$ cat config.mk
export PLATFORM = sky130hd
export DESIGN_NAME = irq_ctrl
export DESIGN_NICKNAME = d
export VERILOG_FILES = /design/src/rtl/irq_ctrl_pkg.sv /design/src/rtl/irq_ctrl_prio_enc.sv /design/src/rtl/irq_ctrl.sv
export SDC_FILE = /design/constraint.sdc
export NUM_CORES = 1
export LEC_CHECK = 0
export BUFFER_PORTS_ARGS = -buffer_cell sky130_fd_sc_hd__buf_2
export CORE_ASPECT_RATIO = 0.75
export CORE_MARGIN = 5
export CORE_UTILIZATION = 48
export CTS_BUF_LIST = sky130_fd_sc_hd__clkbuf_8
export DETAILED_ROUTE_END_ITERATION = 8
export PLACE_DENSITY = 0.88
export SYNTH_ARGS = -nofsm -noshare
export SYNTH_HDL_FRONTEND = slang
export SYNTH_SLANG_ARGS = --single-unit
$ cat constraint.sdc
create_clock -name clk -period 4.45 [get_ports clk]
set_clock_uncertainty 0.05 [all_clocks]
set_input_delay 0.445 -clock clk [delete_from_list [all_inputs] [get_ports clk]]
set_output_delay 0.445 -clock clk [all_outputs]
set_load 0.01 [all_outputs]
$ cat src/rtl/irq_ctrl_pkg.sv
// Shared constants for the interrupt controller: register window layout,
// default base address and the fixed source assignments.
package irq_ctrl_pkg;

  localparam logic [31:0] IRQ_BASE_DEFAULT = 32'h0000_7f20;

  localparam logic [3:0] IRQ_PEND  = 4'h0;
  localparam logic [3:0] IRQ_MASK  = 4'h4;
  localparam logic [3:0] IRQ_MODE  = 4'h8;
  localparam logic [3:0] IRQ_CLAIM = 4'hc;

  localparam int unsigned IRQ_TC1 = 0;
  localparam int unsigned IRQ_TC2 = 1;
  localparam int unsigned IRQ_EXT = 2;

  localparam int unsigned IRQ_HWINT_W = 6;

  typedef struct packed {
    logic       valid;
    logic [4:0] id;
  } irq_claim_t;

  // Word index of a byte offset; the two low address bits never select a register.
  function automatic logic [1:0] irq_word(input logic [3:0] off);
    return off[3:2];
  endfunction

endpackage

$ cat src/rtl/irq_ctrl_prio_enc.sv
// Fixed-priority encoder: reports whether any request is set and the index
// of the lowest set request.
module irq_prio_enc #(
  parameter int unsigned W = 6
) (
  input  logic [W-1:0] req,
  output logic         valid,
  output logic [4:0]   id
);

  // Scan from the top down so the lowest set index is the last one to land.
  always_comb begin
    valid = 1'b0;
    id    = 5'd0;
    for (int i = W - 1; i >= 0; i--) begin
      valid = valid | req[i];
      id    = req[i] ? 5'(i) : id;
    end
  end

endmodule

$ cat src/rtl/irq_ctrl.sv
// Memory-mapped interrupt controller: per-source pending latch (level or
// rising edge), mask, HWInt vector to CP0 and a retiring claim register.
module irq_ctrl import irq_ctrl_pkg::*; #(
  parameter int unsigned NSRC = 6,
  parameter logic [31:0] BASE = IRQ_BASE_DEFAULT
) (
  input  logic                   clk,
  input  logic                   reset,
  input  logic [31:0]            addr,
  input  logic [31:0]            wdata,
  input  logic [3:0]             byteen,
  input  logic                   rd_en,
  output logic [31:0]            rdata,
  output logic                   sel,
  input  logic [NSRC-1:0]        irq_src,
  output logic [IRQ_HWINT_W-1:0] hw_int,
  output logic                   irq_any
);

  localparam logic [1:0] W_PEND  = irq_word(IRQ_PEND);
  localparam logic [1:0] W_MASK  = irq_word(IRQ_MASK);
  localparam logic [1:0] W_MODE  = irq_word(IRQ_MODE);
  localparam logic [1:0] W_CLAIM = irq_word(IRQ_CLAIM);

  logic [NSRC-1:0]        pend_r, mask_r, mode_r, src_q_r;
  logic [NSRC-1:0]        pend_nx_s, mask_nx_s, mode_nx_s;
  logic [NSRC-1:0]        enabled_s, set_s, clr_s, claim_mask_s;
  logic [IRQ_HWINT_W-1:0] hw_int_r, hw_nx_s;
  logic                   irq_any_r;
  logic                   sel_s, wr_s, claim_s;
  logic [1:0]             word_s;
  logic [31:0]            rdata_s;
  irq_claim_t             claim_s_info;
  logic                   unused_s;

  assign unused_s = ^{addr[1:0], wdata[31:NSRC], byteen[3:1]};

  // The window is 16-byte aligned, so the upper address bits alone decode it.
  assign sel_s     = (addr[31:4] == BASE[31:4]);
  assign word_s    = addr[3:2];
  assign wr_s      = sel_s & byteen[0];
  assign enabled_s = pend_r & mask_r;

  irq_prio_enc #(.W(NSRC)) u_prio (
    .req   (enabled_s),
    .valid (claim_s_info.valid),
    .id    (claim_s_info.id)
  );

  assign claim_s      = rd_en & sel_s & (word_s == W_CLAIM) & claim_s_info.valid;
  assign claim_mask_s = claim_s ? (NSRC'(1) << claim_s_info.id) : {NSRC{1'b0}};
  assign set_s        = irq_src & ~src_q_r;
  assign clr_s        = (wdata[NSRC-1:0] & {NSRC{wr_s & (word_s == W_PEND)}}) | claim_mask_s;

  // Next register state; in edge mode a fresh edge beats a same-cycle clear.
  always_comb begin
    pend_nx_s = (mode_r & (set_s | (pend_r & ~clr_s))) | (~mode_r & irq_src);
    if (wr_s && (word_s == W_MASK)) begin
      mask_nx_s = wdata[NSRC-1:0];
    end else begin
      mask_nx_s = mask_r;
    end
    if (wr_s && (word_s == W_MODE)) begin
      mode_nx_s = wdata[NSRC-1:0];
    end else begin
      mode_nx_s = mode_r;
    end
    hw_nx_s            = {IRQ_HWINT_W{1'b0}};
    hw_nx_s[NSRC-1:0]  = pend_nx_s & mask_nx_s;
  end

  // Register state; hw_int is registered from next-state so it tracks PEND & MASK exactly.
  always_ff @(posedge clk) begin
    if (reset) begin
      pend_r    <= {NSRC{1'b0}};
      mask_r    <= {NSRC{1'b0}};
      mode_r    <= {NSRC{1'b0}};
      src_q_r   <= {NSRC{1'b0}};
      hw_int_r  <= {IRQ_HWINT_W{1'b0}};
      irq_any_r <= 1'b0;
    end else begin
      pend_r    <= pend_nx_s;
      mask_r    <= mask_nx_s;
      mode_r    <= mode_nx_s;
      src_q_r   <= irq_src;
      hw_int_r  <= hw_nx_s;
      irq_any_r <= |hw_nx_s;
    end
  end

  // Read mux; unused bits and out-of-window addresses read as zero.
  always_comb begin
    rdata_s = 32'd0;
    if (sel_s) begin
      case (word_s)
        W_PEND:  rdata_s[NSRC-1:0] = pend_r;
        W_MASK:  rdata_s[NSRC-1:0] = mask_r;
        W_MODE:  rdata_s[NSRC-1:0] = mode_r;
        W_CLAIM: rdata_s = {claim_s_info.valid, 26'd0, claim_s_info.id};
        default: rdata_s = 32'd0;
      endcase
    end else begin
      rdata_s = 32'd0;
    end
  end

  assign rdata   = rdata_s;
  assign sel     = sel_s;
  assign hw_int  = hw_int_r;
  assign irq_any = irq_any_r;

endmodule

# Word level (Yosys, flattened, before mapping)
# Cells that the tools add are included.
# word_totals
ff_bits	31
input_bits	77
out_inout_bits	40
word_cells	49
# op_classes
eq_ne	4
shifts	1
mux	11
bitwise	23
n_reduce_logical	4
# op_table
cell	count
AND 6 bit	7
two-way mux 32 bit	1
equality test 28 x 11 -> 1 bit (second input constant)	1
two-way mux 26 bit	1
two-way mux 5 bit	5
case mux 6 bit (4 select lines)	1
NOT 6 bit	3
OR 6 bit	3
two-way mux 6 bit	2
OR reduction 6 bit	1
<< shifter 1 x 5 -> 6 bit (first input constant)	1
AND 1 bit	5
OR 1 bit	5
equality test 2 bit (second input constant)	2
two-way mux 3 bit	1
equality test 2 x 1 -> 1 bit (second input constant)	1
logical AND 1 bit	2
zero test 2 bit	1

# Longest topological paths before layout
# Gate-level depths: netlist (run 1).
# logic_depth
depth_word	17
ltp_mapped	7
mapped_depth_nobuf	6

# Modules after synthesis
# From an unflattened synthesis (run 1), not the netlist that was laid out.
# unflattened
hier_cells	200
hier_area_um2	1928.1
# by_module_without_submodules
mod	instances	cells_each	area_per_inst_um2	seq_area_each_um2
irq_ctrl	1	187	1851.8	620.6
irq_prio_enc	1	13	76.3	0.0

# Least setup slack after synthesis (run 1)
# OpenSTA, ideal clock, no wires.
# synth_path
path_type	input to output
startpoint	input port addr[17]
endpoint	output port rdata[31]
arrival_ps	1803
required_time_ps	3955
setup_slack_ps	2152
path_stages	4
n_path_buf	0
cell_sequence	or4b_4 nor4_4 nand2_1 a311oi_1
# synth_via
elab_chain_len	2
# synth_lines
element	line_no	rtl
start: declaration	irq_ctrl.sv:9	input logic [31:0] addr,
equality test 28 x 11 -> 1 bit	irq_ctrl.sv:39	assign sel_s = (addr[31:4] == BASE[31:4]);
two-way mux 32 bit	irq_ctrl.sv:94	if (sel_s) begin
end: declaration	irq_ctrl.sv:13	output logic [31:0] rdata,
# Every way passes these cells.

# Worst setup path in the final report (run 1)
# Ends and elaborated chain as after synthesis.

==> results of run 1 <==
## critical path, stage by stage
cell and delay [ps]:
buf_2 100, or4b_4 540, nor4_4 350, nand2_1 220, a311oi_1 310, buf_2 190
## power by group through the flow
stage	combinational, W	clock, W	sequential (W)
3_3_place_gp	0.0000646	0	0.000294
5_1_grt	0.0000744	0.000310	0.000288
3_5_place_dp	0.0000663	0	0.000294
4_1_cts	0.0000666	0.000292	0.000288
6_report	0.0000672	0.000285	0.000288
2_1_floorplan	0.0000546	0	0.000293
## path summary, 6_finish.rpt
path,startpoint,endpoint,slack [ps],cells past startpoint
worst max register to register,pend_r[1]$_SDFF_PP0_,irq_any$_SDFF_PP0_,2390,6
worst max-delay path,addr[17],rdata[31],1800,6
worst min-delay path,irq_src[3],src_q_r[3]$_SDFF_PP0_,330,2
worst min register to register,mode_r[4]$_SDFFE_PP0P_,mode_r[4]$_SDFFE_PP0P_,500,2
## cell usage after synthesis (all sizes together) (3+ instances only)
| cell | n | area share (%) |
|---|---|---|
| a21boi | 4 | 1.6 |
| a21o | 3 | 1.2 |
| a21oi | 7 | 1.8 |
| a22oi | 4 | 2.1 |
| and2 | 6 | 1.9 |
| buf | 27 | 10 |
| clkbuf | 3 | 0.58 |
| dfxtp | 31 | 32 |
| mux2i | 14 | 7.3 |
| mux4 | 3 | 3.5 |
| nand2 | 15 | 2.9 |
| nand4 | 3 | 2.1 |
| nand4b | 3 | 1.4 |
| nor2 | 26 | 5.9 |
| nor2b | 9 | 2.9 |
| nor3 | 8 | 2.7 |
| nor4 | 4 | 3.0 |
| o21ai | 3 | 0.78 |
## final cells by class
class | count | area [sq um]
multi-input cells | 167 | 1190
flip-flops and latches | 31 | 621
well taps | 55 | 68.8
fillers | 354 | 1680
inverters | 1 | 3.75
clock buffers | 6 | 82.6
repair buffers | 60 | 300
clock inverters | 2 | 35.0
## sequential cells by signal, indices dropped and copies added, names as in the netlist
register	cells
hw_int	6
mask_r	6
mode_r	6
pend_r	6
src_q_r	6
irq_any	1
## through the flow
stage               hold WS (ps)  instance area (sq um)  power (W)
global route                 328                   2300   0.000672
detailed placement           482                   2180   0.000360
finish                       330                   2300   0.000640
floorplan                    446                   2020   0.000347
global placement             469                   2180   0.000358
CTS                          322                   2300   0.000646
## cell families after synthesis
family | count (synthesis) | synth area share (%)
other cells | 1 | 0.194
mux | 17 | 10.8
compound gates | 35 | 14.7
simple gates | 90 | 31.1
flops | 31 | 32.1
buf+inv | 31 | 11.1
## routing by layer
| layer | wire length [um] | vias up |
|---|---|---|
| li1 | - | 818 |
| met1 | 2040 | 794 |
| met2 | 2080 | 83 |
| met3 | 454 | 2 |
| met4 | 21 | 0 |
| met5 | 0 | - |
==> impl_metrics.env, run 1 <==
export IMPL_syn_area_sq_mm=0.00193
export IMPL_p_switching_w=0.000147
export IMPL_rsz0062_at_grt="no"
export IMPL_via_per_inst=5.27
export IMPL_synth_distinct_cells=54
export IMPL_internal_power_w=0.000492
export IMPL_tightest_slew_ps=729
export IMPL_grt_pass1_wl_um=7550
export IMPL_top_usage_layer="met2"
export IMPL_dieWidth_um=83.3
export IMPL_crit_path_end_kind="output pin"
export IMPL_core_sq_mm=0.00398
export IMPL_fin_ws_ps=1800
export IMPL_tns_ps=0
export IMPL_place_inst=314
export IMPL_final_cell_mix="buf_2 (60), dfxtp_1 (31), nor2_1 (25), conb_1 (25), nand2_1 (15)"
export IMPL_required_ps=3950
export IMPL_grtUsageMet2_pct=26.5
export IMPL_postCtsSetupBuffers=0
export IMPL_fin_nets=343
export IMPL_cts_buffers_inserted=5
export IMPL_setup_viol=0
export IMPL_vdd_drop_max_mv=0.148
export IMPL_synth_avg_cell_area_sq_um=9.42
export IMPL_place_hpwl_um=3670
export IMPL_crit_type="input port to output pin"
export IMPL_final_util_pct=57.7
export IMPL_fmax_mhz=377
export IMPL_swShare_pct=23.1
export IMPL_power_frac_comb_pct=10.5
export IMPL_syn_to_final_growth_pct=18.9
export IMPL_synth_edf_count=0
export IMPL_die_height_um=64.9
export IMPL_antenna_found_initial=0
export IMPL_grt_pass1_vias=1597
export IMPL_finalCriticalPeriod_ps=2650
export IMPL_grt_max_degree=31
export IMPL_first_pass_iters=4
export IMPL_vias=1697
export IMPL_cts_hold_buf=0
export IMPL_seq_area_frac_synth_pct=32.1
export IMPL_drtIter0Drc=191
export IMPL_slew_headroom_pct=51.3
export IMPL_seq_power_share_pct=45.0
export IMPL_wl_um=4590
export IMPL_cts_resized_gates=0
export IMPL_cts_sinks=31
export IMPL_clk_pin_slew_ps=60
export IMPL_cts_root_buf="clkbuf_8"
export IMPL_synth_cells=205
export IMPL_ys_flop_type="dfxtp_1"
export IMPL_clock_path_buffers=2
export IMPL_slew_violations=0
export IMPL_post_place_ws_ps=1830
export IMPL_diodes=0
export IMPL_hp_class="input port to flop"
export IMPL_drive_above_1_share_pct=34.5
export IMPL_gp_congestion=0.927
export IMPL_path_max_fanout=5
export IMPL_hold_viol=0
export IMPL_initial_core_util_pct=48.6
export IMPL_grtUsageMet3_pct=6.23
export IMPL_yosys_warnings=0
export IMPL_powerDensity_mw_per_mm2=279
export IMPL_die_area_sq_mm=0.00541
export IMPL_rows=20
export IMPL_drc=0
export IMPL_grtUsageMet1_pct=23.3
export IMPL_maxCapViolations=0
export IMPL_p_leak_nw=1.02
export IMPL_cp_arrival_ps=2160
export IMPL_grt_usage_pct=17.4
export IMPL_io_buffers=60
export IMPL_ioPinCount=117
export IMPL_fin_crit_sh_pct=59.7
export IMPL_cp_start_kind="input port"
export IMPL_grt_ovfl_total=0
export IMPL_yosys_register_bits=31
export IMPL_cts_tree="done"
export IMPL_antenna_left=0
export IMPL_stdcell_count=322
export IMPL_wire_per_inst_um=14.3
export IMPL_async_flop_share_pct=0
export IMPL_status="finished, final reports clean"
export IMPL_power_frac_clock_pct=44.5
export IMPL_htree_levels=2
export IMPL_final_common_cell="buf_2"
export IMPL_clk_latency_ps=280
(Power assumes the default switching activity.)
==> inputs of run 2 (changes only) <==
--- a/config.mk
+++ b/config.mk
@@ -8,10 +8,10 @@
 export BUFFER_PORTS_ARGS = -buffer_cell sky130_fd_sc_hd__buf_2
 export CORE_ASPECT_RATIO = 0.75
 export CORE_MARGIN = 5
-export CORE_UTILIZATION = 48
+export CORE_UTILIZATION = 40
 export CTS_BUF_LIST = sky130_fd_sc_hd__clkbuf_8
 export DETAILED_ROUTE_END_ITERATION = 8
-export PLACE_DENSITY = 0.88
+export PLACE_DENSITY = 0.78
 export SYNTH_ARGS = -nofsm -noshare
 export SYNTH_HDL_FRONTEND = slang
 export SYNTH_SLANG_ARGS = --single-unit
==> constraint.sdc (replaced) <==
create_clock -name clk -period 2.38 [get_ports clk]
set_clock_uncertainty 0.05 [all_clocks]
set_input_delay 0.238 -clock clk [delete_from_list [all_inputs] [get_ports clk]]
set_output_delay 0.238 -clock clk [all_outputs]
set_load 0.01 [all_outputs]
==> impl_metrics.env, run 2 (synthesis gave the netlist of run 1 again) <==
export IMPL_crit_path_end_kind="output pin"
export IMPL_slew_violations=0
export IMPL_fill_cells=465
export IMPL_cts_sinks=31
export IMPL_vias=1686
export IMPL_slew_headroom_pct=64.6
export IMPL_initial_core_util_pct=42.3
export IMPL_grt_pass1_vias=1646
export IMPL_cts_tree="done"
export IMPL_p_leak_nw=1.03
export IMPL_grt_usage_pct=15.7
export IMPL_post_place_ws_ps=141
export IMPL_finalCriticalPeriod_ps=2290
export IMPL_final_cell_mix="buf_2 (60), dfxtp_1 (31), nor2_1 (25), conb_1 (25), nand2_1 (15)"
export IMPL_clk_latency_ps=280
export IMPL_grt_ovfl_total=0
export IMPL_syn_to_final_growth_pct=18.9
export IMPL_tns_ps=0
export IMPL_hp_class="input port to flop"
export IMPL_clk_pin_slew_ps=60
export IMPL_min_from="irq_src[3]"
export IMPL_crit_type="flop to output pin"
export IMPL_startpoint="pend_r[3]$_SDFF_PP0_"
export IMPL_postCtsSetupBuffers=0
export IMPL_cts_hold_buf=0
export IMPL_via_per_inst=5.14
export IMPL_wire_per_inst_um=15.0
export IMPL_final_common_cell="buf_2"
export IMPL_fmax_mhz=438
export IMPL_fin_nets=347
export IMPL_drtIter0Drc=158
export IMPL_diodes=0
export IMPL_htree_levels=2
export IMPL_setup_viol=0
export IMPL_hold_ws_ps=124
export IMPL_r2r_cells=6
export IMPL_cp_arrival_ps=2000
export IMPL_powerDensity_mw_per_mm2=460
export IMPL_first_pass_iters=4
export IMPL_rows=21
export IMPL_path_max_fanout=4
export IMPL_ioPinCount=117
export IMPL_ff_latch_area_sq_um=621
export IMPL_gp_congestion=0.852
export IMPL_drive_above_1_share_pct=35.1
export IMPL_cp_start_kind="flop"
export IMPL_hold_viol=0
export IMPL_tightest_slew_ps=531
export IMPL_maxCapViolations=0
export IMPL_dieWidth_um=90.2
export IMPL_core_sq_mm=0.00457
export IMPL_clock_path_buffers=2
export IMPL_status="finished, final reports clean"
export IMPL_wl_um=4930
export IMPL_rsz0062_at_grt="no"
export IMPL_worstHoldPathCells=2
export IMPL_fin_ws_ps=94.5
export IMPL_place_hpwl_um=3870
export IMPL_multi_input_area_sq_mm=0.00119
export IMPL_cts_buffers_inserted=5
export IMPL_grt_max_degree=31
export IMPL_antenna_left=0
export IMPL_grt_pass1_wl_um=8070
export IMPL_die_height_um=70.2
export IMPL_final_util_pct=50.2
export IMPL_cts_root_buf="clkbuf_8"
export IMPL_drc=0
export IMPL_vdd_drop_max_mv=0.254
export IMPL_reg2reg_from="pend_r[1]$_SDFF_PP0_"
export IMPL_required_ps=2090
export IMPL_fin_crit_sh_pct=96.0
export IMPL_antenna_found_initial=0
export IMPL_io_buffers=60
export IMPL_die_area_sq_mm=0.00633
run 2: cell types whose count changed in the layout (fill, tap and decap cells not counted), sizes merged:
cell,delta
bufinv,-1
clkbuf,-1
inv,+2
buf,+4
run 2: metal layers:
metal  track usage, %  vias to the layer above  part of all wire [%]
met4             5.95                        0                   1.3
li1                 -                      829                     -
met2             23.1                       76                    44
met5                0                        -                     0
met3             4.40                        7                    10
met1             21.7                      774                    44
run 2: final cells by class:
cell class                      count  area share, %
Multi-Input combinational cell    167           51.8
Sequential cell                    31           27.0
Timing Repair Buffer               64           14.4
Tap cell                           57           3.10
Clock buffer                        5           3.00
Clock inverter                      3          0.545
Inverter                            1          0.163
run 2: worst paths after layout:
path	to	slack, ps
min reg2reg	pend_r[1]$_SDFF_PP0_	490
min	src_q_r[3]$_SDFF_PP0_	120
max reg2reg	irq_any$_SDFF_PP0_	300
max	rdata[0]	90
run 2: what timing repair did:
| action | CTS | global route |
|---|---|---|
| hold endpoints to repair | 0 | 0 |
| gates resized for setup | 0 | 1 |
| setup endpoints to repair | 0 | 1 |
run 2: critical path: stages (launching register included):
cell,delay [ps]
dfxtp_1,360
a22o_1,240
a31oi_1,220
nor2_1,130
mux4_2,480
and2_1,160
buf_2,130
run 2: report_power, final:
group	total [W]	leakage (nW)	internal, W	switching, W
combinational	0.000130	0.727	0.0000552	0.0000746
clock	0.000389	0.0505	0.000196	0.000193
sequential	0.000539	0.253	0.000530	0.00000889
total	0.00106	1.03	0.000781	0.000277
run 2: stage by stage:
step,area (sq um),instances,power (W)
CTS,2290,328,0.00107
finish,2300,328,0.00106
detailed placement,2210,320,0.000677
floorplan,2020,229,0.000649
global route,2300,328,0.00111
global placement,2210,320,0.000674
